File: config.mk
export PLATFORM = sky130hd
export DESIGN_NAME = branch_target_sequencer
export DESIGN_NICKNAME = d
export VERILOG_FILES = /design/src/rtl/branch_target_sequencer.sv
export SDC_FILE = /design/constraint.sdc
export NUM_CORES = 1
export LEC_CHECK = 0
export CAP_MARGIN = 10
export CORE_ASPECT_RATIO = 0.5
export CORE_MARGIN = 10
export CORE_UTILIZATION = 55
export CTS_CLUSTER_SIZE = 16
export DETAILED_ROUTE_END_ITERATION = 8
export PLACE_DENSITY = 0.91
export SETUP_SLACK_MARGIN = 0.4
export SLEW_MARGIN = 40
export SYNTH_ARGS = -nofsm -noshare
export SYNTH_HDL_FRONTEND = slang
export SYNTH_SLANG_ARGS = --single-unit
export TNS_END_PERCENT = 5
File: constraint.sdc
create_clock -name clk -period 10 [get_ports clk]
set_input_delay 2 -clock clk [delete_from_list [all_inputs] [get_ports clk]]
set_output_delay 2 -clock clk [all_outputs]
set_load 0.1 [all_outputs]
File: src/rtl/branch_target_sequencer.sv
// ============================================================================
// branch_target_sequencer
// ----------------------------------------------------------------------------
// Multi-cycle next-PC controller for the MIPS datapath. The control unit
// issues a request (start/op) with the current PC and operands. The block
// steps through PC increment, branch-offset shift (sign-extended imm16 << 2),
// target addition and jump/jr target formation. It then presents a single
// next_pc with a one-cycle pc_write strobe to the PC register.
//
// Optional feature macro: PC_SEQ_ALIGN_CHECK_EN
//   defined     : jr targets with rs_val[1:0] != 0 are word-aligned by
//                 clearing the low bits, and misalign pulses with done.
//   not defined : the misalign port is absent, and jr uses rs_val verbatim.
//
// Parameters
//   RESET_PC  value driven on next_pc after reset
//   PC_INC    sequential increment added to pc in the INC step
//
// Ports
//   clk       in   1   system clock, rising edge
//   reset     in   1   asynchronous, active-high reset
//   start     in   1   request, accepted only when the sequencer is idle
//   op        in   2   00 seq, 01 branch, 10 jump, 11 jr
//   pc        in   32  current PC (latched on accept)
//   imm       in   16  branch offset in words (latched on accept)
//   jaddr     in   26  jump index (latched on accept)
//   rs_val    in   32  jr target (latched on accept)
//   take      in   1   branch condition (latched on accept)
//   busy      out  1   high from the cycle after accept through the done cycle
//   done      out  1   one-cycle pulse, next_pc valid
//   pc_write  out  1   PC register load enable, identical to done
//   next_pc   out  32  computed next PC, held until the next done
//   misalign  out  1   (feature build only) jr target was not word aligned
// ============================================================================
module branch_target_sequencer #(
    parameter logic [31:0] RESET_PC = 32'h0000_0000,
    parameter logic [31:0] PC_INC   = 32'd4
) (
    input  logic        clk,
    input  logic        reset,
    input  logic        start,
    input  logic [1:0]  op,
    input  logic [31:0] pc,
    input  logic [15:0] imm,
    input  logic [25:0] jaddr,
    input  logic [31:0] rs_val,
    input  logic        take,
    output logic        busy,
    output logic        done,
    output logic        pc_write,
`ifdef PC_SEQ_ALIGN_CHECK_EN
    output logic        misalign,
`endif
    output logic [31:0] next_pc
);

    // ------------------------------------------------------------------
    // Operation and state encodings
    // ------------------------------------------------------------------
    localparam logic [1:0] OP_SEQ    = 2'b00;
    localparam logic [1:0] OP_BRANCH = 2'b01;
    localparam logic [1:0] OP_JUMP   = 2'b10;
    localparam logic [1:0] OP_JR     = 2'b11;

    typedef enum logic [2:0] {
        ST_IDLE  = 3'd0,
        ST_INC   = 3'd1,
        ST_SHIFT = 3'd2,
        ST_ADD   = 3'd3,
        ST_JMP   = 3'd4,
        ST_DONE  = 3'd5
    } state_t;

    state_t state_reg;

    // Operands captured at accept. Later changes on the inputs have no effect.
    logic [1:0]  op_reg;
    logic [31:0] pc_reg;
    logic [15:0] imm_reg;
    logic [25:0] jaddr_reg;
    logic [31:0] rs_val_reg;
    logic        take_reg;

    // Intermediate results of the sequenced steps
    logic [31:0] pc4_reg;
    logic [31:0] off_reg;

    // ------------------------------------------------------------------
    // Per-step arithmetic. Each step's result is computed combinationally
    // from registered operands and captured on the step's exit edge.
    // ------------------------------------------------------------------
    logic [31:0] pc4_next;
    logic [31:0] off_next;
    logic [31:0] add_next;
    logic [31:0] jmp_next;
    logic [31:0] jr_next;
    logic        jr_misalign;

    always_comb begin
        pc4_next = pc_reg + PC_INC;
        off_next = {{14{imm_reg[15]}}, imm_reg, 2'b00};
        add_next = pc4_reg + off_reg;
        jmp_next = {pc4_reg[31:28], jaddr_reg, 2'b00};
`ifdef PC_SEQ_ALIGN_CHECK_EN
        jr_next     = {rs_val_reg[31:2], 2'b00};
        jr_misalign = |rs_val_reg[1:0];
`else
        jr_next     = rs_val_reg;
        jr_misalign = 1'b0;
`endif
    end

    // ------------------------------------------------------------------
    // Sequencer. All outputs are registered. next_pc is loaded on the same
    // edge that enters DONE, so it is already valid while done is high.
    // ------------------------------------------------------------------
    logic misalign_reg;

    always_ff @(posedge clk or posedge reset) begin
        if (reset) begin
            state_reg    <= ST_IDLE;
            op_reg       <= 2'b00;
            pc_reg       <= 32'h0;
            imm_reg      <= 16'h0;
            jaddr_reg    <= 26'h0;
            rs_val_reg   <= 32'h0;
            take_reg     <= 1'b0;
            pc4_reg      <= 32'h0;
            off_reg      <= 32'h0;
            busy         <= 1'b0;
            done         <= 1'b0;
            pc_write     <= 1'b0;
            misalign_reg <= 1'b0;
            next_pc      <= RESET_PC;
        end else begin
            // Strobes default low. Only the DONE-entry transitions raise them.
            done         <= 1'b0;
            pc_write     <= 1'b0;
            misalign_reg <= 1'b0;

            case (state_reg)
                ST_IDLE: begin
                    if (start) begin
                        op_reg     <= op;
                        pc_reg     <= pc;
                        imm_reg    <= imm;
                        jaddr_reg  <= jaddr;
                        rs_val_reg <= rs_val;
                        take_reg   <= take;
                        busy       <= 1'b1;
                        state_reg  <= ST_INC;
                    end
                end

                ST_INC: begin
                    pc4_reg <= pc4_next;
                    case (op_reg)
                        OP_SEQ: begin
                            next_pc   <= pc4_next;
                            done      <= 1'b1;
                            pc_write  <= 1'b1;
                            state_reg <= ST_DONE;
                        end
                        OP_BRANCH: begin
                            if (take_reg) begin
                                state_reg <= ST_SHIFT;
                            end else begin
                                next_pc   <= pc4_next;
                                done      <= 1'b1;
                                pc_write  <= 1'b1;
                                state_reg <= ST_DONE;
                            end
                        end
                        OP_JUMP: begin
                            state_reg <= ST_JMP;
                        end
                        OP_JR: begin
                            next_pc      <= jr_next;
                            misalign_reg <= jr_misalign;
                            done         <= 1'b1;
                            pc_write     <= 1'b1;
                            state_reg    <= ST_DONE;
                        end
                        default: state_reg <= ST_IDLE;
                    endcase
                end

                ST_SHIFT: begin
                    off_reg   <= off_next;
                    state_reg <= ST_ADD;
                end

                ST_ADD: begin
                    // The sum wraps mod 2^32. A carry out of bit 31 is dropped.
                    next_pc   <= add_next;
                    done      <= 1'b1;
                    pc_write  <= 1'b1;
                    state_reg <= ST_DONE;
                end

                ST_JMP: begin
                    next_pc   <= jmp_next;
                    done      <= 1'b1;
                    pc_write  <= 1'b1;
                    state_reg <= ST_DONE;
                end

                ST_DONE: begin
                    // A start seen here is dropped. Requests are taken only from IDLE.
                    busy      <= 1'b0;
                    state_reg <= ST_IDLE;
                end

                default: begin
                    busy      <= 1'b0;
                    state_reg <= ST_IDLE;
                end
            endcase
        end
    end

`ifdef PC_SEQ_ALIGN_CHECK_EN
    assign misalign = misalign_reg;
`else
    // misalign_reg is cleared every cycle when the alignment check is absent.
    logic unused_misalign;
    assign unused_misalign = misalign_reg;
`endif

endmodule

# [Word level (Yosys, flattened, before mapping)]
# Index checks and enable logic that the tools add are counted.
[word_totals] regBits=194 latchBits=0 ram_bits=0 romBits=0 in_bits=112 out_inout_bits=35 memories=0
[classes] add_sub_neg=2 multipliers=0 div=0 n_lt_le_gt_ge=0 eq_ne=10 shift=0 muxes=12 bitwise_logic=1 reduce_logical=9
[op_table] cell="32-bit one-hot mux with 3 select lines" count=2
[op_table] cell="32-bit by 3-bit adder with 32-bit output (second input constant)" count=1
[op_table] cell="32-bit adder" count=1
[op_table] cell="32-bit 2-to-1 mux" count=1
[op_table] cell="3-bit one-hot mux with 4 select lines" count=1
[op_table] cell="3-bit one-hot mux with 3 select lines" count=1
[op_table] cell="3-bit by 2-bit equality test with 1-bit output (second input constant)" count=2
[op_table] cell="3-bit 2-to-1 mux" count=2
[op_table] cell="1-bit one-hot mux with 2 select lines" count=3
[op_table] cell="2-bit equality test (second input constant)" count=2
[op_table] cell="4-bit by 2-bit != test with 1-bit output (second input constant)" count=1
[op_table] cell="2-bit AND reduction" count=2
[op_table] cell="2-bit OR reduction" count=2
[op_table] cell="4-bit OR reduction" count=1
[op_table] cell="3-bit by 1-bit equality test with 1-bit output (second input constant)" count=1
[op_table] cell="3-bit equality test (second input constant)" count=1
[op_table] cell="3-bit zero test" count=1
[op_table] cell="3-bit != test (second input constant)" count=1
[op_table] cell="3-bit AND reduction" count=1
[op_table] cell="3-bit nonzero test" count=1
[op_table] cell="2-bit by 1-bit equality test with 1-bit output (second input constant)" count=1
[op_table] cell="2-bit zero test" count=1
[op_table] cell="1-bit 2-to-1 mux" count=2
[op_table] cell="2-bit != test (second input constant)" count=1
[op_table] cell="1-bit NOT" count=1

# [Logic depth before layout (Yosys ltp)]
[depth] depth_word=4 mapped_depth=11 depth_no_buf=11

# [Worst setup path before layout]
# Ideal clock, no wire load.
[synth_path] path_type="input -> register" from="input start" to="register imm_reg[0]" setup_time_ns=0.125 arrival_ns=3.408 required_time_ns=9.875 setup_slack_ns=6.467 stages=6 cell_sequence="nor2b_1 and2_1 clkbuf_1 clkbuf_1 clkbuf_1 mux2_2"
[synth_between] elab_chain_len=1
[synth_rtl] element="start: declaration" line="41" text="input logic start,"
[synth_rtl] element="2-bit AND reduction (no line)"
[synth_rtl] element="end signal: assignment" line="146" text="imm_reg <= imm;"
[synth_rtl] element="end: declaration" line="79" text="logic [15:0] imm_reg;"
# No other way between the ends.
# A chain may end at the register's enable or synchronous reset.

# [Final worst setup path]
[layout_path] from="input start" to="register imm_reg[5]"
# The elaborated chain is that of the path after synthesis.

==> flow_metrics.env <==
export IMPL_leakage_nw=5.36
export IMPL_async_flop_share_pct=100
export IMPL_start_kind="input pin"
export IMPL_setup_viol=0
export IMPL_crit_family="buffers and inverters"
export IMPL_cts_max_level=4
export IMPL_yosys_cell_types_count=65
export IMPL_synth_edf_count=0
export IMPL_vdd_drop_max_mv=0.176
export IMPL_finalHoldViolations=0
export IMPL_drc=0
export IMPL_wl_mm=30.5
export IMPL_drv_cap=0
export IMPL_path_class="input pin to flop"
export IMPL_synthFlopType="dfrtp_1"
export IMPL_root_buffer="clkbuf_16"
export IMPL_rsz0062_at_grt="no"
export IMPL_cts_hold_buffers_added=0
export IMPL_clock_sinks=194
export IMPL_critPathCaptureType="flop"
export IMPL_slowest_delay_ps=580
export IMPL_first_pass_iters=6
export IMPL_gp_congestion=0.940
export IMPL_outcome="finished, final reports clean"
export IMPL_ys_seq_area_share_pct=48.1
export IMPL_synth_nets=1111
export IMPL_netlist_instances=965
export IMPL_area_growth_syn_to_layout_pct=21.2
export IMPL_via_per_inst=6.25
export IMPL_p_total_mw=4.81
export IMPL_clockBufferDepth=2
export IMPL_die_h_um=116
export IMPL_cts_resized=0
export IMPL_hold_class="flop to flop"
export IMPL_nNetsFinal=1238
export IMPL_cts_tree="built"
export IMPL_row_count=34
export IMPL_worstSkewPairLatency_ps=450
export IMPL_initial_utilization_pct=57.0
export IMPL_antenna_found_initial=0
export IMPL_cts_setup_buffers=0
export IMPL_cpMaxStageDelayCell="buf_6"
export IMPL_wl_per_cell_um=22.8
export IMPL_io_pins=147
export IMPL_core_area_mm2=0.0177
export IMPL_crit_fanout=69
export IMPL_tns_ps=0
export IMPL_slew_viol_final=0
export IMPL_grt_max_degree=114
export IMPL_yosysWarnings=0
export IMPL_worst_pin_slew_ps=791
export IMPL_dr_total_vias=8375
export IMPL_regArea_mm2=0.00485
export IMPL_fp_dieArea_mm2=0.0245
export IMPL_layout_setup_ws_ps=6090
export IMPL_drtIter0Drc=776
export IMPL_antenna_left=0
export IMPL_ys_seq_elements=194
export IMPL_arrival_ps=4230
export IMPL_syn_avg_cell_area_um2=10.5
export IMPL_finalClockSkew_ps=16.2
export IMPL_globalRouteOverflowTotal=0
export IMPL_drive_gt1_share_pct=19.7
export IMPL_finalCriticalPeriod_ps=3910
export IMPL_power_density_mw_per_mm2=394
export IMPL_die_x_um=212
export IMPL_crit_chain="clkdlybuf4s50_1, nor2b_1, and2_4, buf_6, mux2_2"
export IMPL_track_usage_pct=24.7
export IMPL_multiInputGateArea_mm2=0.00499
export IMPL_portBuffers=146
export IMPL_crit_buf_inv=2
export IMPL_fmax_ghz=0.256
export IMPL_cts_buffers=17
export IMPL_fill_cells=1234
export IMPL_dp_hpwl_mm=21.6
export IMPL_cp_required_ps=10320
export IMPL_diodes=0
export IMPL_path_clk_slew_ps=80
export IMPL_syn_cell_area_mm2=0.0101
export IMPL_relSlewSlack_pct=47.2
export IMPL_grt_pass1_vias=8474
export IMPL_grt_pass1_wl_mm=47.1
export IMPL_fin_crit_sh_pct=39.1
export IMPL_place_ws_ps=5410
synthesized netlist by cell type, types with 3 or more instances:
cell type,count,area share [%]
a211oi_1,8,0.60
a21o_1,12,0.89
a21oi_1,48,2.4
a221oi_1,17,1.5
a31oi_1,8,0.50
and2_1,5,0.31
and3_1,11,0.68
buf_1,6,0.22
buf_2,5,0.25
clkbuf_1,34,1.3
dfrtp_1,194,48
ha_1,33,4.1
inv_1,21,0.78
mux2_2,122,14
mux2i_1,11,1.1
nand2_1,117,4.4
nand2b_1,4,0.25
nand3_1,23,1.1
nand4_1,13,0.81
nor2_1,74,2.8
nor2b_1,6,0.37
nor3_1,14,0.69
nor3b_1,3,0.22
o21ai_0,63,3.1
o21bai_1,6,0.45
o221ai_1,3,0.26
o22ai_1,8,0.50
xnor2_1,24,2.1
xor2_1,24,2.1
power breakdown:
group	switching, mW	leakage [nW]	internal (mW)	total, mW
sequential	0.306	2.33	1.18	1.49
clock	0.342	0.310	0.408	0.749
combinational	1.71	2.72	0.863	2.58
total	2.36	5.36	2.45	4.81
cells by family after synthesis:
group	after synthesis	synth area share [%]
flip-flops	194	48.1
AO/OA/AOI/OAI	205	13.4
XOR/XNOR	48	4.17
adder cells (fa/ha/maj)	34	4.29
multiplexers	133	14.7
AND/OR/NAND/NOR	283	12.7
buffers and inverters	68	2.63
worst min-delay path, stage by stage, from the launching register on:
cell and delay, ps:
dfrtp_1 360, nand2_1 60, nand2_1 50
layout by cell type (no fill, tap or decap), types with 11 or more instances in the layout:
cell / Yosys / final
mux2i_1: 11 / 11
a21oi_1: 48 / 48
mux2_2: 122 / 122
o21ai_0: 63 / 63
a21o_1: 12 / 12
nor3_1: 14 / 14
buf_2: 5 / 35
nand3_1: 23 / 23
clkbuf_16: 0 / 17
xor2_1: 24 / 24
dfrtp_1: 194 / 194
inv_1: 21 / 20
and3_1: 11 / 11
ha_1: 33 / 33
xnor2_1: 24 / 24
nand2_1: 117 / 115
a221oi_1: 17 / 17
clkdlybuf4s50_1: 0 / 111
nor2_1: 74 / 72
nand4_1: 13 / 13
routing by layer:
metal,track usage (%),vias up,part of all wire [%]
met3,9.16,75,12
met2,39.0,461,46
li1,-,3704,-
met5,0,-,0
met1,30.7,4135,40
met4,8.90,0,2.5
final timing paths:
path / startpoint / depth (start not counted) / slack [ps] / to
setup reg to reg: off_reg[17]$_DFFE_PP0P_ / 9 / 6630 / next_pc[31]$_DFFE_PP0P_
max in group asynchronous: reset / 3 / 6790 / next_pc[23]$_DFFE_PP0P_
setup / recovery: start / 5 / 6090 / imm_reg[5]$_DFFE_PP0P_
hold / removal: pc4_reg[26]$_DFFE_PP0P_ / 2 / 490 / pc4_reg[26]$_DFFE_PP0P_
hold reg to reg: pc4_reg[26]$_DFFE_PP0P_ / 2 / 490 / pc4_reg[26]$_DFFE_PP0P_
min in group asynchronous: reset / 2 / 2020 / pc_reg[3]$_DFFE_PP0P_
layout make-up:
cell class / instances / area share, %
multi-input cells: 703 / 40.8
flip-flops and latches: 194 / 39.7
repair buffers: 154 / 11.1
clock buffers: 17 / 3.48
well taps: 234 / 2.39
clock inverters: 15 / 1.73
inverters: 22 / 0.778
per-stage QoR:
step           util (%)  instance area [um2]  instances  hold slack [ps]
2_1_floorplan         -                10100        965              446
3_3_place_gp       66.3                11700       1307              458
3_5_place_dp       65.4                11600       1307              473
4_1_cts            69.0                12200       1339              491
5_1_grt            69.1                12200       1339              508
6_report           69.1                12200       1339              494
Power figures use the tool's default switching activity.
